File: config.mk
export PLATFORM = sky130hd
export DESIGN_NAME = sdram_arbit
export DESIGN_NICKNAME = d
export VERILOG_FILES = /design/src/rtl/sdram_pkg.sv /design/src/rtl/sdram_arbit.sv
export SDC_FILE = /design/constraint.sdc
export NUM_CORES = 1
export LEC_CHECK = 0
export ABC_AREA = 1
export CAP_MARGIN = 15
export CORE_ASPECT_RATIO = 0.7
export CORE_MARGIN = 3
export CORE_UTILIZATION = 27
export CTS_BUF_LIST = sky130_fd_sc_hd__clkbuf_4 sky130_fd_sc_hd__clkbuf_8
export CTS_CLUSTER_SIZE = 12
export DETAILED_ROUTE_END_ITERATION = 6
export PLACE_DENSITY = 0.84
export SYNTH_ARGS = -nofsm -noshare
export SYNTH_HDL_FRONTEND = slang
export SYNTH_SLANG_ARGS = --single-unit
File: constraint.sdc
create_clock -name clk -period 1.41 [get_ports clk]
set_input_delay 0.141 -clock clk [delete_from_list [all_inputs] [get_ports clk]]
set_output_delay 0.141 -clock clk [all_outputs]
set_load 0.05 [all_outputs]
File: src/rtl/sdram_pkg.sv
// Shared SDRAM controller definitions: command encodings and arbiter state encoding.
package sdram_pkg;

  localparam int unsigned CMD_W = 4;

  // {cs_n, ras_n, cas_n, we_n}
  typedef logic [CMD_W-1:0] cmd_t;

  localparam cmd_t CMD_NOP   = 4'b0111;
  localparam cmd_t CMD_PREC  = 4'b0010;
  localparam cmd_t CMD_AREF  = 4'b0001;
  localparam cmd_t CMD_ACT   = 4'b0011;
  localparam cmd_t CMD_WRITE = 4'b0100;
  localparam cmd_t CMD_READ  = 4'b0101;
  localparam cmd_t CMD_MRS   = 4'b0000;

  typedef enum logic [2:0] {
    ST_IDLE  = 3'd0,
    ST_ARBIT = 3'd1,
    ST_AREF  = 3'd2,
    ST_WRITE = 3'd3,
    ST_READ  = 3'd4
  } arb_state_e;

endpackage

File: src/rtl/sdram_arbit.sv
// SDRAM bus arbiter: holds the pins on the init engine until init_end, then grants
// refresh first and write/read round-robin (or fixed write>read) one at a time.
module sdram_arbit
  import sdram_pkg::*;
#(
  parameter int unsigned DATA_W = 16,
  parameter int unsigned ADDR_W = 13,
  parameter int unsigned BANK_W = 2,
  parameter int unsigned RR_EN  = 1
) (
  input  logic              clk,
  input  logic              rstn,
  input  logic              init_end,
  input  logic [3:0]        init_cmd,
  input  logic [BANK_W-1:0] init_bank,
  input  logic [ADDR_W-1:0] init_addr,
  input  logic              aref_req,
  input  logic              aref_end,
  input  logic [3:0]        aref_cmd,
  input  logic [BANK_W-1:0] aref_bank,
  input  logic [ADDR_W-1:0] aref_addr,
  input  logic              wr_req,
  input  logic              wr_end,
  input  logic [3:0]        wr_cmd,
  input  logic [BANK_W-1:0] wr_bank,
  input  logic [ADDR_W-1:0] wr_addr,
  input  logic              wr_sdram_en,
  input  logic [DATA_W-1:0] wr_sdram_data,
  input  logic              rd_req,
  input  logic              rd_end,
  input  logic [3:0]        rd_cmd,
  input  logic [BANK_W-1:0] rd_bank,
  input  logic [ADDR_W-1:0] rd_addr,
  output logic              aref_en,
  output logic              wr_en,
  output logic              rd_en,
  output logic              sdram_cke,
  output logic              sdram_cs_n,
  output logic              sdram_ras_n,
  output logic              sdram_cas_n,
  output logic              sdram_we_n,
  output logic [BANK_W-1:0] sdram_ba,
  output logic [ADDR_W-1:0] sdram_addr,
  output logic [DATA_W-1:0] sdram_dq_out,
  output logic              sdram_dq_oe
);

  arb_state_e state_q, state_d;
  logic       last_wr_q, last_wr_d;
  logic       aref_en_d, wr_en_d, rd_en_d;

  cmd_t              cmd_mux;
  logic [BANK_W-1:0] ba_mux;
  logic [ADDR_W-1:0] addr_mux;

  // State, round-robin history and one-cycle start pulses
  always_ff @(posedge clk or negedge rstn) begin
    if (!rstn) begin
      state_q   <= ST_IDLE;
      last_wr_q <= 1'b0;
      aref_en   <= 1'b0;
      wr_en     <= 1'b0;
      rd_en     <= 1'b0;
    end else begin
      state_q   <= state_d;
      last_wr_q <= last_wr_d;
      aref_en   <= aref_en_d;
      wr_en     <= wr_en_d;
      rd_en     <= rd_en_d;
    end
  end

  // Next-state and grant decision
  always_comb begin
    state_d   = state_q;
    last_wr_d = last_wr_q;
    aref_en_d = 1'b0;
    wr_en_d   = 1'b0;
    rd_en_d   = 1'b0;
    case (state_q)
      ST_IDLE: begin
        if (init_end) state_d = ST_ARBIT;
      end
      ST_ARBIT: begin
        if (aref_req) begin
          state_d   = ST_AREF;
          aref_en_d = 1'b1;
        end else if (wr_req && (!rd_req || !((RR_EN != 0) && last_wr_q))) begin
          state_d   = ST_WRITE;
          wr_en_d   = 1'b1;
          last_wr_d = 1'b1;
        end else if (rd_req) begin
          state_d   = ST_READ;
          rd_en_d   = 1'b1;
          last_wr_d = 1'b0;
        end
      end
      ST_AREF: begin
        if (aref_end) state_d = ST_ARBIT;
      end
      ST_WRITE: begin
        if (wr_end) state_d = ST_ARBIT;
      end
      ST_READ: begin
        if (rd_end) state_d = ST_ARBIT;
      end
      default: state_d = ST_IDLE;
    endcase
  end

  // Pin mux follows the current owner with no added latency
  always_comb begin
    cmd_mux  = CMD_NOP;
    ba_mux   = '1;
    addr_mux = '1;
    case (state_q)
      ST_IDLE: begin
        cmd_mux  = init_cmd;
        ba_mux   = init_bank;
        addr_mux = init_addr;
      end
      ST_AREF: begin
        cmd_mux  = aref_cmd;
        ba_mux   = aref_bank;
        addr_mux = aref_addr;
      end
      ST_WRITE: begin
        cmd_mux  = wr_cmd;
        ba_mux   = wr_bank;
        addr_mux = wr_addr;
      end
      ST_READ: begin
        cmd_mux  = rd_cmd;
        ba_mux   = rd_bank;
        addr_mux = rd_addr;
      end
      default: begin
        cmd_mux  = CMD_NOP;
        ba_mux   = '1;
        addr_mux = '1;
      end
    endcase
  end

  assign sdram_cke = 1'b1;
  assign {sdram_cs_n, sdram_ras_n, sdram_cas_n, sdram_we_n} = cmd_mux;
  assign sdram_ba     = ba_mux;
  assign sdram_addr   = addr_mux;
  assign sdram_dq_out = wr_sdram_data;
  assign sdram_dq_oe  = (state_q == ST_WRITE) && wr_sdram_en;

endmodule
==> results.sh, run 1 <==
export IMPL_grt_met2_usage_pct=36.5
export IMPL_hold_viol_final=0
export IMPL_drive_gt1_share_pct=30.2
export IMPL_gr_usage_met1_pct=23.1
export IMPL_worstHoldPathType="in2async"
export IMPL_drtIter0Drc=45
export IMPL_grt_ovfl_total=0
export IMPL_period_share_pct=121
export IMPL_fin_area_um2=2730
export IMPL_antenna_found_initial=0
export IMPL_fin_hold_ws_ps=177
export IMPL_rsz0062_at_grt="true"
export IMPL_slowest_delay_ps=420
export IMPL_p_sw_mw=3.57
export IMPL_start_kind="flop"
export IMPL_cts_buffers=3
export IMPL_skew_ps=1.96
export IMPL_chipWidth_um=83.2
export IMPL_ys_seq_area_share_pct=15.5
export IMPL_grt_pass1_wl_mm=7.73
export IMPL_wl_per_cell_um=14.2
export IMPL_worst_slack_ps=-294
export IMPL_gr_usage_met3_pct=4.55
export IMPL_busiest_layer="met2"
export IMPL_slowest_stage="dfrtp_1"
export IMPL_io_buffers=108
export IMPL_ant_nets=0
export IMPL_gp_congestion=0.848
export IMPL_avgSynthCellArea_um2=5.78
export IMPL_cts_hold_fix_buffers=0
export IMPL_htree_levels=1
export IMPL_vias=1717
export IMPL_powerDensity_nw_per_um2=2550
export IMPL_first_pass_iters=4
export IMPL_status="finished with violations"
export IMPL_violations="setup timing"
export IMPL_syn_area_um2=1130
export IMPL_slew_violations=0
export IMPL_hpwl_mm=4.05
export IMPL_placed_cell_area_um2=2500
export IMPL_p_sw_share_pct=51.1
export IMPL_grt_max_degree=15
export IMPL_crit_type="reg2out"
export IMPL_synth_seq_cells=7
export IMPL_dieArea_um2=5000
export IMPL_post_route_drc_count=0
export IMPL_insertion_delay_ps=230
export IMPL_cts_sinks=7
export IMPL_area_delta_synth_final_pct=143
export IMPL_ctsLongestPathBuffers=2
export IMPL_grt_pass1_vias=1648
export IMPL_ios=142
export IMPL_fin_setup_tns_ps=-4620
export IMPL_grt_use_total_pct=19.3
export IMPL_intPower_mw=3.41
export IMPL_crit_chain="nor2_4, nor2_2, buf_4, nor3b_4, nand3_2, buf_12"
export IMPL_period_needed_ps=1700
export IMPL_die_h_um=60.1
export IMPL_ys_types=22
export IMPL_seq_power_share_pct=4.7
export IMPL_yosysWarnings=0
export IMPL_finalPower_mw=6.98
export IMPL_routed_wl_mm=5.08
export IMPL_synthCells=195
export IMPL_coreArea_um2=3760
export IMPL_dpl_cell_count=349
export IMPL_fmax_ghz=0.587
export IMPL_p_leak_nw=1.18
export IMPL_path_clk_slew_ps=40
export IMPL_synth_nets=297
export IMPL_final_net_count=411
export IMPL_instances_no_fill=358
export IMPL_pwr_share_comb_pct=90.9
export IMPL_setup_viol=19
export IMPL_worstPathRequired_ps=1270
export IMPL_cts_tree="yes"
export IMPL_cp_data_arrival_time_ps=1560
export IMPL_final_common_cell="clkdlybuf4s50_1"
export IMPL_n_antenna_cell=0
export IMPL_timing_critical_path_to_type="output pin"
export IMPL_peakVddDrop_uv=1520
export IMPL_final_cell_mix="clkdlybuf4s50_1 (85), nand2_1 (61), buf_12 (23)"
export IMPL_rows=18
export IMPL_cts_root_buffer="clkbuf_8"
export IMPL_maxCapViolations=0
export IMPL_critPathMaxFanout=5
export IMPL_share_clk_of_total_power_pct=4.3
export IMPL_vias_per_cell=4.80
export IMPL_initial_utilization_pct=30.0
per-layer routing:
layer / wire (µm) / vias to the layer above / share of wire (%)
li1: - / 847 / -
met1: 2080 / 769 / 41
met2: 2560 / 95 / 50
met3: 396 / 6 / 7.8
met4: 47 / 0 / 0.93
met5: 0 / - / 0
per-stage QoR:
stage	utilization, %	setup WS, ps
after floorplan	-	-140
after global placement	66.5	-101
after detailed placement	66.5	-257
after CTS	70.6	-295
after global routing	72.7	-364
final	72.7	-294
path summary, 6_finish.rpt:
| check | start | slack [ps] | to | depth (start not counted) |
|---|---|---|---|---|
| setup / recovery | state_q[0] | -290 | sdram_addr[4] | 6 |
| hold / removal | rstn | 180 | rd_en | 1 |
| setup reg to reg | state_q[2] | 50 | state_q[0] | 8 |
| hold reg to reg | last_wr_q | 490 | last_wr_q | 2 |
| max in group asynchronous | rstn | 970 | state_q[1] | 1 |
| min in group clk | wr_sdram_data[15] | 280 | sdram_dq_out[15] | 0 |
sequential cells by signal, indices dropped and copies added, names as in the netlist:
register	flops
aref_en	1
wr_en	1
rd_en	1
last_wr_q	1
state_q	3
critical path: cells and delay by family (launching register included):
| kind | cells | cell delay (ps) |
|---|---|---|
| buffers and inverters | 2 | 330 |
| AND/OR/NAND/NOR | 4 | 580 |
| flip-flops | 1 | 420 |
final cells by class:
| class | count | area, µm² |
|---|---|---|
| Fill cell | 302 | 1030 |
| Multi-Input combinational cell | 144 | 835 |
| Timing Repair Buffer | 134 | 1530 |
| Tap cell | 50 | 62.6 |
| Sequential cell | 7 | 178 |
| Inverter | 19 | 81.3 |
| Clock buffer | 4 | 48.8 |
logic make-up after synthesis:
family	Yosys count	synth area share, %
flops	7	15.5
other cells	1	0.333
buf+inv	44	23.5
compound gates	16	7.10
simple gates	127	53.5
synth_stat cells, drive strengths merged:
library cell	n	area, µm²
nand2	65	246
nand3	25	130
buf	24	190
inv	19	71.3
nor2	15	73.8
nand4	14	87.6
a21oi	9	45.0
dfrtp	7	175
nor3b	7	57.6
o21ai	7	35.0
clkbuf	1	3.75
conb	1	3.75
nand3b	1	7.51
what timing repair did:
| action | CTS | global route |
|---|---|---|
| resized for setup | 24 | 18 |
| setup endpoints to repair | 21 | 23 |
| setup buffers | 2 | 2 |
| cloned | 1 | 0 |
| pin swaps | 12 | 14 |
power by group through the flow:
| stage | Sequential (mW) | Combinational, mW | Clock (mW) |
|---|---|---|---|
| floorplan | 0.381 | 3.09 | 0 |
| global placement | 0.314 | 5.78 | 0 |
| detailed placement | 0.319 | 5.85 | 0 |
| CTS | 0.329 | 6.17 | 0.309 |
| global route | 0.339 | 6.65 | 0.333 |
| finish | 0.330 | 6.34 | 0.303 |
No activity file was read; power rests on OpenSTA's default activity.
==> run 2: changes to the inputs <==
Settings changed: SLEW_MARGIN set to 40.
==> results of run 2 <==
No change in the layout: final DEF, timing and power equal those of run 1.
